## config.mk

```make
export PLATFORM = sky130hd
export DESIGN_NAME = cv32e40s_obi_sec_responder_flat
export DESIGN_NICKNAME = d
export VERILOG_FILES = /design/src/rtl/cv32e40s_obi_sec_responder_pkg.sv /design/src/rtl/cv32e40s_obi_sec_responder_if.sv /design/src/rtl/cv32e40s_obi_sec_responder_fifo.sv /design/src/rtl/cv32e40s_obi_sec_responder.sv /design/src/flat_wrapper.sv
export SDC_FILE = /design/constraint.sdc
export NUM_CORES = 1
export LEC_CHECK = 0
export CAP_MARGIN = 20
export CORE_ASPECT_RATIO = 2
export CORE_MARGIN = 5
export CORE_UTILIZATION = 40
export DETAILED_ROUTE_END_ITERATION = 16
export PLACE_DENSITY = 0.81
export SLEW_MARGIN = 20
export SYNTH_ARGS = -nofsm -noshare
export SYNTH_HDL_FRONTEND = slang
export SYNTH_HIERARCHICAL = 1
export SYNTH_SLANG_ARGS = --single-unit
```

## constraint.sdc

```tcl
create_clock -name clk -period 3.7 [get_ports clk]
set_clock_uncertainty 0.05 [all_clocks]
set_input_delay 0.925 -clock clk [delete_from_list [all_inputs] [get_ports clk]]
set_output_delay 0.925 -clock clk [all_outputs]
set_load 0.01 [all_outputs]
```

## src/rtl/cv32e40s_obi_sec_responder_pkg.sv

```systemverilog
// Purpose : shared types for the secure OBI responder (security level, response entry, parity helper).
// Latency : n/a (types and a pure combinational function only).
// Backpressure : n/a.
package cv32e40s_obi_sec_responder_pkg;

  typedef enum logic {
    NONSECURE = 1'b0,
    SECURE    = 1'b1
  } security_lvl_t;

  // One buffered response as seen by the requester.
  typedef struct packed {
    logic [31:0] rdata;
    logic        err;
  } obi_resp_entry_t;

  // Odd parity per byte: the check bit makes the byte plus check bit contain an odd number of ones.
  function automatic logic [3:0] odd_parity(input logic [31:0] d);
    logic [3:0] p;
    for (int i = 0; i < 4; i++) begin
      p[i] = ~^d[8*i +: 8];
    end
    return p;
  endfunction

endpackage

```

## src/rtl/cv32e40s_obi_sec_responder_if.sv

```systemverilog
// Purpose : OBI request/response bundle between the core (master) and the secure responder (slave).
// Latency : n/a (wires only).
// Backpressure : request side stalls on gnt=0, response side holds while rvalid && !rready.
interface cv32e40s_obi_sec_responder_if;
  import cv32e40s_obi_sec_responder_pkg::*;

  logic          req;
  logic          gnt;
  logic [31:0]   addr;
  logic          we;
  logic [3:0]    be;
  logic [31:0]   wdata;
  security_lvl_t sec_lvl;
  logic [3:0]    wchk;
  logic          rvalid;
  logic          rready;
  logic [31:0]   rdata;
  logic          err;
  logic [3:0]    rchk;

  modport master (
    output req, addr, we, be, wdata, sec_lvl, wchk, rready,
    input  gnt, rvalid, rdata, err, rchk
  );

  modport slave (
    input  req, addr, we, be, wdata, sec_lvl, wchk, rready,
    output gnt, rvalid, rdata, err, rchk
  );

endinterface

```

## src/rtl/cv32e40s_obi_sec_responder_fifo.sv

```systemverilog
// Purpose : synchronous FIFO of response entries (push/pop/full/empty/cnt), same-cycle push+pop legal.
// Latency : a pushed entry is visible at the head the cycle after the push.
// Backpressure : none internally; the owner must never push when full (credit-limited upstream).
module cv32e40s_obi_resp_fifo #(
  parameter int unsigned DEPTH = 2,
  parameter type         T     = logic,
  localparam int unsigned CNT_W = $clog2(DEPTH + 1),
  localparam int unsigned PTR_W = (DEPTH > 1) ? $clog2(DEPTH) : 1
) (
  input  logic             clk,
  input  logic             rst,
  input  logic             push,
  input  T                 push_dat,
  input  logic             pop,
  output T                 head,
  output logic             full,
  output logic             empty,
  output logic [CNT_W-1:0] cnt
);

  T                 store [DEPTH];
  logic [PTR_W-1:0] wr_ptr;
  logic [PTR_W-1:0] rd_ptr;

  // Pointers wrap explicitly so DEPTH need not be a power of two.
  function automatic logic [PTR_W-1:0] ptr_inc(input logic [PTR_W-1:0] p);
    return (p == PTR_W'(DEPTH - 1)) ? '0 : p + PTR_W'(1);
  endfunction

  always_ff @(posedge clk) begin
    if (rst) begin
      wr_ptr <= '0;
      rd_ptr <= '0;
      cnt    <= '0;
    end else begin
      if (push) wr_ptr <= ptr_inc(wr_ptr);
      if (pop)  rd_ptr <= ptr_inc(rd_ptr);
      case ({push, pop})
        2'b10:   cnt <= cnt + CNT_W'(1);
        2'b01:   cnt <= cnt - CNT_W'(1);
        default: cnt <= cnt;
      endcase
    end
  end

  // Storage needs no reset: the count alone decides what is valid.
  always_ff @(posedge clk) begin
    if (push) store[wr_ptr] <= push_dat;
  end

  assign head  = store[rd_ptr];
  assign empty = (cnt == '0);
  assign full  = (cnt == CNT_W'(DEPTH));

endmodule

```

## src/rtl/cv32e40s_obi_sec_responder.sv

```systemverilog
// Purpose : OBI responder fronting a 1-cycle SRAM with a secure address window; faults are answered locally.
//           Ports: clk, rst (sync, active-high), obi (slave modport), mem_* SRAM port.
//           Optional feature macro: CV32E40S_OBI_RESP_INTEGRITY_EN (write parity check, read parity generation).
// Latency : 1 cycle grant->rvalid when the response FIFO is empty; otherwise in grant order behind buffered entries.
// Backpressure : rready=0 buffers responses; gnt drops once DEPTH responses are outstanding.
module cv32e40s_obi_sec_responder
  import cv32e40s_obi_sec_responder_pkg::*;
#(
  parameter int unsigned MEM_WORDS = 1024,
  parameter logic [31:0] BASE_ADDR = 32'h0000_0000,
  parameter logic [31:0] SEC_START = 32'h0000_0800,
  parameter logic [31:0] SEC_END   = 32'h0000_0FFF,
  parameter int unsigned DEPTH     = 2,
  localparam int unsigned ADDR_W   = $clog2(MEM_WORDS)
) (
  input  logic                         clk,
  input  logic                         rst,
  cv32e40s_obi_sec_responder_if.slave  obi,
  output logic                         mem_req_o,
  output logic                         mem_we_o,
  output logic [3:0]                   mem_be_o,
  output logic [ADDR_W-1:0]            mem_addr_o,
  output logic [31:0]                  mem_wdata_o,
  input  logic [31:0]                  mem_rdata_i
);

  localparam int unsigned CNT_W     = $clog2(DEPTH + 1);
  localparam logic [33:0] MEM_BYTES = 34'(MEM_WORDS) << 2;

  // Decode in 34 bits so BASE_ADDR + size can never wrap back into range.
  logic [33:0] addr_w;
  logic [33:0] off;
  logic        in_range;
  logic        in_sec;
  logic        wchk_err;
  logic        acc_err;

  assign addr_w   = {2'b00, obi.addr[31:2], 2'b00};
  assign off      = addr_w - {2'b00, BASE_ADDR};
  assign in_range = (addr_w >= {2'b00, BASE_ADDR}) && (off < MEM_BYTES);
  assign in_sec   = (addr_w >= {2'b00, SEC_START}) && (addr_w <= {2'b00, SEC_END});
  assign acc_err  = !in_range || (in_sec && (obi.sec_lvl != SECURE)) || wchk_err;

  // Credit: everything granted and not yet accepted sits in the pipe or the FIFO.
  logic             pipe_v;
  logic             pipe_we;
  logic             pipe_err;
  logic [CNT_W-1:0] fifo_cnt;
  logic [CNT_W:0]   outstanding;

  assign outstanding = {1'b0, fifo_cnt} + (CNT_W + 1)'(pipe_v);
  assign obi.gnt     = obi.req && !rst && (outstanding < (CNT_W + 1)'(DEPTH));

  assign mem_req_o   = obi.gnt && !acc_err;
  assign mem_we_o    = obi.we;
  assign mem_be_o    = obi.be;
  assign mem_addr_o  = off[ADDR_W+1:2];
  assign mem_wdata_o = obi.wdata;

  always_ff @(posedge clk) begin
    if (rst) begin
      pipe_v   <= 1'b0;
      pipe_we  <= 1'b0;
      pipe_err <= 1'b0;
    end else begin
      pipe_v <= obi.gnt;
      if (obi.gnt) begin
        pipe_we  <= obi.we;
        pipe_err <= acc_err;
      end
    end
  end

  obi_resp_entry_t pipe_entry;
  obi_resp_entry_t fifo_head;
  obi_resp_entry_t resp;
  logic            fifo_empty;
  logic            fifo_full_unused;
  logic            push;
  logic            pop;

  // SRAM data is only meaningful for a successful read in the cycle after its strobe.
  assign pipe_entry.rdata = (!pipe_we && !pipe_err) ? mem_rdata_i : 32'h0;
  assign pipe_entry.err   = pipe_err;

  // Bypass: an empty FIFO lets the pipe entry answer directly; it is only buffered if not taken now.
  assign resp       = fifo_empty ? pipe_entry : fifo_head;
  assign obi.rvalid = pipe_v || !fifo_empty;
  assign obi.rdata  = resp.rdata;
  assign obi.err    = resp.err;
  assign push       = pipe_v && !(fifo_empty && obi.rready);
  assign pop        = !fifo_empty && obi.rready;

  cv32e40s_obi_resp_fifo #(
    .DEPTH (DEPTH),
    .T     (obi_resp_entry_t)
  ) u_fifo (
    .clk      (clk),
    .rst      (rst),
    .push     (push),
    .push_dat (pipe_entry),
    .pop      (pop),
    .head     (fifo_head),
    .full     (fifo_full_unused),
    .empty    (fifo_empty),
    .cnt      (fifo_cnt)
  );

`ifdef CV32E40S_OBI_RESP_INTEGRITY_EN
  // Only enabled bytes of a write are checked; reads carry no write parity.
  assign wchk_err = obi.we && |(obi.be & (obi.wchk ^ odd_parity(obi.wdata)));
  assign obi.rchk = odd_parity(resp.rdata);
`else
  logic unused_wchk;
  assign unused_wchk = ^obi.wchk;
  assign wchk_err    = 1'b0;
  assign obi.rchk    = 4'b0;
`endif

endmodule

```

## src/flat_wrapper.sv

```systemverilog
// flat-port wrapper written by rule: the top's interface ports become plain ports
module cv32e40s_obi_sec_responder_flat import cv32e40s_obi_sec_responder_pkg::*;
#(
  parameter int unsigned MEM_WORDS = 1024,
  parameter logic [31:0] BASE_ADDR = 32'h0000_0000,
  parameter logic [31:0] SEC_START = 32'h0000_0800,
  parameter logic [31:0] SEC_END   = 32'h0000_0FFF,
  parameter int unsigned DEPTH     = 2,
  localparam int unsigned ADDR_W   = $clog2(MEM_WORDS)
)
  (clk, rst, mem_req_o, mem_we_o, mem_be_o, mem_addr_o, mem_wdata_o, mem_rdata_i, obi_req, obi_addr, obi_we, obi_be, obi_wdata, obi_sec_lvl, obi_wchk, obi_rready, obi_gnt, obi_rvalid, obi_rdata, obi_err, obi_rchk);
  cv32e40s_obi_sec_responder_if obi_i ();
  input  logic clk;
  input  logic rst;
  output logic mem_req_o;
  output logic mem_we_o;
  output logic [3:0] mem_be_o;
  output logic [ADDR_W-1:0] mem_addr_o;
  output logic [31:0] mem_wdata_o;
  input  logic [31:0] mem_rdata_i;
  input wire logic [$bits(obi_i.req)-1:0] obi_req;
  input wire logic [$bits(obi_i.addr)-1:0] obi_addr;
  input wire logic [$bits(obi_i.we)-1:0] obi_we;
  input wire logic [$bits(obi_i.be)-1:0] obi_be;
  input wire logic [$bits(obi_i.wdata)-1:0] obi_wdata;
  input wire logic [$bits(obi_i.sec_lvl)-1:0] obi_sec_lvl;
  input wire logic [$bits(obi_i.wchk)-1:0] obi_wchk;
  input wire logic [$bits(obi_i.rready)-1:0] obi_rready;
  output wire logic [$bits(obi_i.gnt)-1:0] obi_gnt;
  output wire logic [$bits(obi_i.rvalid)-1:0] obi_rvalid;
  output wire logic [$bits(obi_i.rdata)-1:0] obi_rdata;
  output wire logic [$bits(obi_i.err)-1:0] obi_err;
  output wire logic [$bits(obi_i.rchk)-1:0] obi_rchk;
  assign obi_i.req = obi_req;
  assign obi_i.addr = obi_addr;
  assign obi_i.we = obi_we;
  assign obi_i.be = obi_be;
  assign obi_i.wdata = obi_wdata;
  assign obi_i.sec_lvl = obi_sec_lvl;
  assign obi_i.wchk = obi_wchk;
  assign obi_i.rready = obi_rready;
  assign obi_gnt = obi_i.gnt;
  assign obi_rvalid = obi_i.rvalid;
  assign obi_rdata = obi_i.rdata;
  assign obi_err = obi_i.err;
  assign obi_rchk = obi_i.rchk;
  cv32e40s_obi_sec_responder #(.MEM_WORDS(MEM_WORDS), .BASE_ADDR(BASE_ADDR), .SEC_START(SEC_START), .SEC_END(SEC_END), .DEPTH(DEPTH)) u_core (.clk(clk), .rst(rst), .obi(obi_i), .mem_req_o(mem_req_o), .mem_we_o(mem_we_o), .mem_be_o(mem_be_o), .mem_addr_o(mem_addr_o), .mem_wdata_o(mem_wdata_o), .mem_rdata_i(mem_rdata_i));
endmodule
```

# Word level (Yosys, flattened, before mapping)
# Memory sizes are Yosys's and may differ from the RTL's. A register that Yosys moved wholly into a read port is not among the register bits.
# Index checks and enable logic that the tools add are counted.
op_classes:
  add_sub_neg: 5
  order_cmp: 5
  eq_ne: 2
  muxes: 9
  bitwise_logic: 1
  reduce_logical: 21
op_table:
  columns: ["operator", "n"]
  rows:
  - ["two-way mux 33 bit", 1]
  - [">= comparator 32 x 1 -> 1 bit, second input constant", 1]
  - [">= comparator 32 x 12 -> 1 bit, second input constant", 1]
  - ["less-or-equal comparator 32 x 12 -> 1 bit, second input constant", 1]
  - ["< comparator 32 x 13 -> 1 bit, second input constant", 1]
  - ["two-way mux 32 bit", 1]
  - ["logical AND 1 bit", 10]
  - ["zero test 1 bit", 7]
  - ["two-way mux 1 bit", 6]
  - ["case mux 2 bit (2 select lines)", 1]
  - ["adder 2 x 1 -> 3 bit", 1]
  - ["< comparator 3 x 2 -> 1 bit, second input constant", 1]
  - ["adder 1 bit, second input constant", 2]
  - ["adder 2 x 1 -> 2 bit, second input constant", 1]
  - ["== test 2 x 1 -> 1 bit, second input constant", 1]
  - ["== test 2 bit, second input constant", 1]
  - ["zero test 2 bit", 1]
  - ["logical OR 1 bit", 2]
  - ["nonzero test 2 bit", 1]
  - ["subtractor 2 x 1 -> 2 bit, second input constant", 1]
  - ["inverter 1 bit", 1]
word_totals:
  regBits: 7
  ramBits: 66
  elab_cells: 50
  mem_count: 1
memory_table:
  columns: ["name", "depth", "word_bits", "rd", "rd_ports_with_merged_regs", "write_ports", "line", "text"]
  rows:
  - ["u_core.u_fifo.store", 2, 33, 1, 1, 1, "cv32e40s_obi_sec_responder_fifo.sv:21", "T store [DEPTH];"]

# Logic depth before layout (Yosys ltp)
# Gate-level depths: netlist of the first run.
depth:
  depth_word: 6
  depth_mapped: 9

# By module
# Netlist of the first run, hierarchy kept.
by_module_without_submodules:
  columns: ["module", "n_inst", "cells_each", "area_per_inst_um2"]
  rows:
  - ["cv32e40s_obi_resp_fifo", 1, 125, 2578.7]
  - ["cv32e40s_obi_sec_responder", 1, 149, 1197.4]

# Worst setup path after synthesis of the first run
# No wires, ideal clock.
synth_path:
  path_kind: "input to register"
  startpoint: "input obi_rready"
  endpoint: "memory u_core/u_fifo/store[0][0] (netlist name), enable pin"
  setup_ns: 0.423
  arrival_time_ns: 2.711
  required_time_ns: 3.227
  path_slack_ns: 0.516
  path_stages: 3
  path_buffers: 0
  path_cell_list: "a21boi_0 > inv_1 > nor2_1"
synth_via:
  elab_chain_cells: 5
synth_rtl:
  columns: ["item", "line", "text"]
  rows:
  - ["start: declaration", "flat_wrapper.sv:28", "input wire logic [$bits(obi_i.rready)-1:0] obi_rready;"]
  - ["logical AND 1 bit", "cv32e40s_obi_sec_responder.sv:91", "assign push = pipe_v && !(fifo_empty && obi.rready);"]
  - ["zero test 1 bit", "cv32e40s_obi_sec_responder.sv:91", null]
  - ["logical AND 1 bit", "cv32e40s_obi_sec_responder.sv:91", null]
  - ["two-way mux 1 bit", "cv32e40s_obi_sec_responder_fifo.sv:48", "if (push) store[wr_ptr] <= push_dat;"]
  - ["two-way mux 1 bit (implied by the code)", "cv32e40s_obi_sec_responder_fifo.sv:48", null]
  - ["end: declaration", "cv32e40s_obi_sec_responder_fifo.sv:21", null]
# Every way passes these cells.

# Worst setup path after layout of the first run
layout_path:
  startpoint: "input obi_req"
  endpoint: "output obi_gnt"
layout_via:
  elab_chain_cells: 2
layout_rtl:
  columns: ["item", "line", "text"]
  rows:
  - ["start: declaration", "flat_wrapper.sv:21", "input wire logic [$bits(obi_i.req)-1:0] obi_req;"]
  - ["logical AND 1 bit (2 in a row)", "cv32e40s_obi_sec_responder.sv:52", "assign obi.gnt = obi.req && !rst && (outstanding < (CNT_W + 1)'(DEPTH));"]
  - ["end: declaration", "flat_wrapper.sv:29", "output wire logic [$bits(obi_i.gnt)-1:0] obi_gnt;"]
# Every way passes these cells.

==> results of run 1 <==
## through the flow
stage	utilization [%]	total power, mW	hold WS, ns
final	52.0	3.00	0.450
after global routing	52.0	3.15	0.493
after CTS	52.0	3.05	0.457
after detailed placement	48.8	2.19	0.450
after global placement	48.8	2.17	0.423
after floorplan	-	1.73	0.398
## worst max-delay path, cell delays in order
cell,delay (ns)
clkdlybuf4s50_1,0.45
nand2b_1,0.12
nor3_1,0.26
buf_4,0.16
clkdlybuf4s50_1,0.55
## placed cells by master, fill, tap and decap left out, types with 3 or more instances in the layout
cell type        instances
clkinv_2                 3
clkbuf_16                9
conb_1                   4
xnor2_1                  3
buf_4                   10
nor4_1                   4
nor2_1                   4
and2_1                  33
mux2_2                  66
dfxtp_1                  7
edfxtp_1                66
clkdlybuf4s50_1         95
## layout make-up
| type | count | area [um^2] | area share, % |
|---|---|---|---|
| multi-input combinational | 138 | 1210 | 25.0 |
| inverter | 2 | 7.51 | 0.155 |
| sequential | 74 | 2140 | 44.2 |
| clock buffer | 10 | 239 | 4.93 |
| timing repair buffer | 107 | 1060 | 21.8 |
| clock inverter | 6 | 56.3 | 1.16 |
| tap | 104 | 130 | 2.68 |
## worst min-delay path by stage
| stage | startpoint | endpoint | slack [ns] | cells past startpoint |
|---|---|---|---|---|
| floorplan | u_core/pipe_we | u_core/pipe_we | 0.40 | 2 |
| global placement | u_core/pipe_we | u_core/pipe_we | 0.42 | 2 |
| detailed placement | u_core/pipe_we | u_core/pipe_we | 0.45 | 2 |
| CTS | u_core/pipe_we | u_core/pipe_we | 0.46 | 2 |
| global route | u_core/pipe_err | u_core/u_fifo/store[0][0] | 0.49 | 0 |
| finish | u_core/pipe_we | u_core/pipe_we | 0.45 | 2 |
## per-layer routing
| layer | track usage, % | wire [um] |
|---|---|---|
| met2 | 26.4 | 4510 |
| met4 | 10.5 | 440 |
| met5 | 0 | 9 |
| met3 | 6.26 | 919 |
| met1 | 12.7 | 2550 |
## power by group through the flow
stage / Clock, mW / Combinational [mW] / Sequential, mW
6_report: 0.848 / 1.09 / 1.07
4_1_cts: 0.868 / 1.11 / 1.07
3_3_place_gp: 0 / 1.09 / 1.08
2_1_floorplan: 0 / 0.682 / 1.05
3_5_place_dp: 0 / 1.10 / 1.09
5_1_grt: 0.910 / 1.16 / 1.08
## state kept, by name, indices dropped and copies added, names as in the netlist, named ones only
name,flops
u_core/u_fifo/cnt,2
u_core/u_fifo/rd_ptr,1
u_core/pipe_we,1
u_core/pipe_v,1
u_core/pipe_err,1
u_core/u_fifo/wr_ptr,1
u_core/u_fifo/store,66
==> summary.md, run 1 <==
| Metric | Value |
|---|---|
| Status | finished clean |
| Vias in the first global route | 2434 |
| HPWL after DPL | 6.50 mm |
| Endpoints failing setup | 0 |
| Rows | 50 |
| H-tree depth | 3 |
| Fin worst setup slack | 0.257 ns |
| Arr. time, crit path | 2.47 ns |
| Worst r2r src | u_core/u_fifo/cnt[1] |
| Die width | 78.6 um |
| Clock transition at path regs | 0.05 ns |
| Fillers | 795 |
| CTS tree | done |
| Mapped Area | 3770 um^2 |
| Leak | 1.73 nW |
| Synthesis Warnings | 6 |
| Crit path time final | 3.44 ns |
| Critical path capture point type | primary output |
| Routed wire length | 8.43 mm |
| Share of total power in the clock network | 28.2% |
| CP Launch Point | obi_req |
| PwrDens | 620 nW/um^2 |
| Per-cell routed wire length | 19.1 um |
| VDD IR max | 0.322 mV |
| Ant diodes | 0 |
| Die Ht | 147 um |
| Starting density of the core | 40.4% |
| GP Congestion | 0.779 |
| Bufs on Longest Clock Path | 2 |
| Residual DRC | 0 |
| CP startpoint kind | input pin |
| Post-placement cell area | 4550 um^2 |
| Reg2reg end | u_core/u_fifo/cnt[1] |
| Setup TNS | 0 ns |
| Area growth, synth to finish | 28.7% |
| Switch share | 26.7% |
| Relative slew slack | 60.7% |
| Switch Pwr | 802 uW |
| HP Class | flip-flop to flip-flop |
| Reg2Reg Depth | 6 |
| Final instance area | 4850 um^2 |
| Core Area | 9320 um^2 |
| Total GRT Usage | 14.8% |
| Internal power | 2.20 mW |
| Period utilization | 93.0% |
| Global-route wire length before repair | 12.7 mm |
| Dpl ws | 0.0200 ns |
| Total CTS buffers | 9 |
| Routed Antenna Nets | 0 |
| WS Path Type | input pin to primary output |
| Clock Tree Root | clkbuf_16 |
| Flop pwr share | 35.6% |
| Overflow after GRT | 0 |
| Fmax | 290 MHz |
| Combinational share of power | 36.2% |
| Max_cap viols | 0 |
| Worst-Skew Late Latency | 0.33 ns |
| Pin count of the biggest net entering global routing | 20 |
| Vias | 2218 |
| Hold Vio Cnt, Final | 0 |
| Fraction of layout cells with a size suffix above 1 | 29.7% |
| Flop2flop setup slack | 1.47 ns |
| Worst EP required | 2.72 ns |
| Slew Limit Fails | 0 |
| IO buf count | 96 |
| Initial antenna violation count | 1 |
| Post-Layout Cell Count | 441 |
| Post-CTS Setup Inserts | 0 |
| RSZ-0062 raised after global routing | false |
| PostCTS Resize Cnt | 0 |
| Die area | 11600 um^2 |
| DR iter-0 viols | 95 |
| Least-Margin Pin Slew | 0.588 ns |
| Post-Place Cells | 425 |
| Post-CTS Hold Fix Bufs | 0 |
| Crit Path Max Fanout | 5 |
| End of the critical path | obi_gnt |
| CTS Sinks | 74 |
| Syn Area/Cell | 13.8 um^2 |
| Router iterations before antenna repair | 4 |
| Via density | 5.03 |
| IO Count | 197 |
| Final nets | 443 |
| Syn Inst Count | 273 |
Power figures use the tool's default switching activity.
==> inputs of run 2 (changes only) <==
--- a/config.mk
+++ b/config.mk
@@ -14,5 +14,4 @@
 export SLEW_MARGIN = 20
 export SYNTH_ARGS = -nofsm -noshare
 export SYNTH_HDL_FRONTEND = slang
-export SYNTH_HIERARCHICAL = 1
 export SYNTH_SLANG_ARGS = --single-unit
==> run 2 against run 1 <==
  * Non-clock buffer count is the same
  * Worst setup slack gained 0.14 ns
  * Largest power group unchanged
  * Global-route usage shrank 0.36 points
  * Core utilization shrank 0.42 points
==> summary.md, run 2 <==
| Metric | Value |
|---|---|
| Status | finished clean |
| Ys async rst share | 0% |
| Hold path start | u_core.u_fifo.wr_ptr |
| Core Area | 9260 um^2 (-0.67%) |
| Post-synthesis cell type count | 29 |
| Routed wire length | 8.07 mm (-4.3%) |
| Post-Place Cells | 462 (+8.7%) |
| Flop2flop setup slack | 1.66 ns (+0.19 ns) |
| GP Congestion | 0.752 (-3.5%) |
| Area share of the largest cell type after synthesis | 53.0% |
| #FFs+latches synth | 74 |
| Starting density of the core | 40.4% (-0.065 points) |
| Total GRT Usage | 14.4% (-0.36 points) |
| Arr. time, crit path | 2.32 ns (-0.15 ns) |
| Vias | 2505 (+13%) |
| Post-synthesis sequential area ratio | 57.3% |
| Clock Tree Root | clkbuf_16 |
| Top FF cell, synth | edfxtp_1 |
| Switch Pwr | 920 uW (+15%) |
| Post-Layout Cell Count | 478 (+8.4%) |
| Internal power | 2.14 mW (-2.8%) |
| RSZ-0062 raised after global routing | false |
| Count of flip-flops with a built-in enable after synthesis | 66 |
| Post-CTS Setup Inserts | 0 (unchanged) |
| HPWL after DPL | 5.91 mm (-9.1%) |
| Most flops, register | u_core.u_fifo.store |
| Initial antenna violation count | 0 (-1) |
| Routed Antenna Nets | 0 (unchanged) |
| VDD IR max | 0.337 mV (+4.6%) |
| Final nets | 480 (+8.4%) |
| Vias in the first global route | 2647 (+8.8%) |
| Die area | 11500 um^2 (-0.75%) |
| IO buf count | 96 (unchanged) |
| Flop pwr share | 34.8% (-0.8 points) |
| WHS Endpoint | u_core.u_fifo.wr_ptr |
| Critical path capture point type | primary output |
| Least-Margin Pin Slew | 0.547 ns (-0.0415 ns) |
| Synth top area cells | edfxtp_1, buf_4, mux2i_1 |
| Period utilization | 89.2% (-3.9 points) |
| Worst r2r src | u_core.u_fifo.cnt[0] |
| Total power | 3.06 mW (+1.9%) |
| Syn Inst Count | 317 (+16%) |
| Router iterations before antenna repair | 4 (unchanged) |
| Combinational share of power | 38.2% (+2.0 points) |
| WS Path Type | input pin to primary output |
| Leak | 1.67 nW (-3.8%) |
| Regs by FF count | u_core.u_fifo.store: 66 flops, u_core.u_fifo.cnt: 2 flops |
| Setup TNS | 0 ns (unchanged) |
| Max_cap viols | 0 (unchanged) |
| Pin count of the biggest net entering global routing | 44 (+120%) |
| Die width | 78.3 um (-0.36%) |
| Bufs on Longest Clock Path | 2 (unchanged) |
| Crit Path Max Fanout | 2 (-3) |
| Top cells by instance count after synthesis | edfxtp_1, buf_4, o21ai_0 |
| Worst-Skew Late Latency | 0.33 ns (about the same) |
| Switch share | 30.1% (+3.4 points) |
| Post-CTS Hold Fix Bufs | 0 (unchanged) |
| Endpoints failing setup | 0 (unchanged) |
| Fmax | 303 MHz (+4.3%) |
| Relative slew slack | 63.5% (+2.8 points) |
| IO Count | 197 (unchanged) |
| Overflow after GRT | 0 (unchanged) |
| DR iter-0 viols | 110 (+16%) |
| Syn Area/Cell | 11.8 um^2 (-15%) |
| Dominant cell type by area after synthesis | edfxtp_1 |
| Crit path time final | 3.30 ns (-0.143 ns) |
| Synthesis Warnings | 0 (-6) |
| Fraction of layout cells with a size suffix above 1 | 8.56% (-21 points) |
| CP startpoint kind | input pin |
| Area growth, synth to finish | 27.9% |
| HP Class | flip-flop to flip-flop |
| Via density | 5.24 (+4.2%) |
| Worst EP required | 2.72 ns (about the same) |
| H-tree depth | 3 (unchanged) |
| Residual DRC | 0 (unchanged) |
| Share of total power in the clock network | 27.1% (-1.1 points) |
| Max reg flops | 66 (unchanged) |
| Global-route wire length before repair | 12.7 mm (+0.11%) |
| Total CTS buffers | 9 (unchanged) |
| CTS Sinks | 74 (unchanged) |
| Hold Vio Cnt, Final | 0 (unchanged) |
| CTS tree | done |
| PwrDens | 641 nW/um^2 (+3.4%) |
| Die Ht | 147 um (-0.39%) |
| Ant diodes | 0 (unchanged) |
| Rows | 50 (unchanged) |
| Hold Path Cell Cnt | 2 (unchanged) |
| Reg2reg end | u_core.u_fifo.store[0][5] |
| Commonest non-fill, non-tap cell in the layout | clkdlybuf4s50_1 |
| Most common cell in the netlist | edfxtp_1 |
| Most frequent cells in the layout | clkdlybuf4s50_1, edfxtp_1, o21ai_0 |
| Mapped Area | 3740 um^2 (-0.83%) |
| Per-cell routed wire length | 16.9 um (-12%) |
| Slew Limit Fails | 0 (unchanged) |
| Reg2Reg Depth | 4 (-2) |
| Clock transition at path regs | 0.05 ns (about the same) |
run 2: cell count changes in the layout (fill, tap and decap cells not counted), moves of 2 or more:
| cell | previous run | this run |
|---|---|---|
| o21ai_0 | 2 | 36 |
| xnor2_1 | 3 | 1 |
| nand2_1 | 0 | 3 |
| clkinv_2 | 3 | 0 |
| clkbuf_8 | 1 | 4 |
| mux2i_1 | 0 | 33 |
| a21oi_1 | 2 | 4 |
| inv_1 | 2 | 5 |
| nor3_1 | 2 | 0 |
| nand3_1 | 0 | 33 |
| mux2_2 | 66 | 0 |
| clkbuf_1 | 0 | 2 |
run 2: repair_timing:
action,in CTS,in global routing
pin swaps,0,0
cloned,0,0
endpoints found under the setup margin,1,1
gates resized for setup,1,1
run 2: final cells by class:
cell class	instances	area, um^2
Clock inverter	1	6.26
Multi-Input combinational cell	172	1130
Timing Repair Buffer	107	1060
Fill cell	835	4480
Inverter	5	18.8
Sequential cell	74	2140
Tap cell	104	130
Clock buffer	15	288
run 2: worst max-delay path: stages:
cell and delay [ns]:
clkdlybuf4s50_1 0.40, or4_1 0.54, a21oi_2 0.15, and3_1 0.16, dlymetal6s2s_1 0.15
run 2: worst max path at each step:
stage,start,endpoint,slack (ns)
3_5_place_dp,obi_addr[28],mem_req_o,0.002
5_1_grt,u_core.u_fifo.cnt[1],obi_rdata[7],0.24
4_1_cts,obi_addr[28],mem_req_o,0.01
2_1_floorplan,obi_rready,u_core.u_fifo.store[1][0],0.61
3_3_place_gp,obi_addr[28],mem_req_o,-0.01
6_report,obi_addr[28],mem_req_o,0.40
run 2: logic make-up after synthesis:
family | after synthesis | share of synthesized area (%)
mux | 33 | 8.84
flops | 74 | 57.3
simple gates | 88 | 13.4
fa+ha+maj | 1 | 0.335
compound gates | 43 | 5.99
xor+xnor | 3 | 0.703
buf+inv | 74 | 13.3
other cells | 1 | 0.100
run 2: metrics by stage:
stage	worst slack (ns)	area, um^2	util, %	hold slack [ns]
2_1_floorplan	0.607	3750	-	0.413
3_3_place_gp	-0.0128	4480	48.4	0.420
3_5_place_dp	0.00245	4480	48.4	0.432
4_1_cts	0.0149	4770	51.6	0.439
5_1_grt	0.239	4780	51.6	0.486
6_report	0.400	4780	51.6	0.434
run 2: power by group through the flow:
stage | clock network (mW) | logic (mW) | registers, mW
after CTS | 0.846 | 1.19 | 1.07
after global placement | 0 | 1.16 | 1.08
after global routing | 0.877 | 1.27 | 1.07
after detailed placement | 0 | 1.18 | 1.08
after floorplan | 0 | 0.687 | 1.04
final | 0.828 | 1.17 | 1.06
run 2: layer usage:
metal | global-route usage, % | up-vias | part of all wire, %
met5 | 0 | - | 0
met4 | 10.9 | 0 | 5.4
met3 | 3.52 | 44 | 6.3
met2 | 26.4 | 95 | 54
met1 | 13.2 | 1171 | 34
li1 | - | 1195 | -
==> inputs of run 3 (changes only) <==
--- a/config.mk
+++ b/config.mk
@@ -9,6 +9,7 @@
 export CORE_ASPECT_RATIO = 2
 export CORE_MARGIN = 5
 export CORE_UTILIZATION = 40
+export CTS_CLUSTER_DIAMETER = 150
 export DETAILED_ROUTE_END_ITERATION = 16
 export PLACE_DENSITY = 0.81
 export SLEW_MARGIN = 20
==> results of run 3 <==
No change in the layout: final DEF, timing and power equal those of run 2.
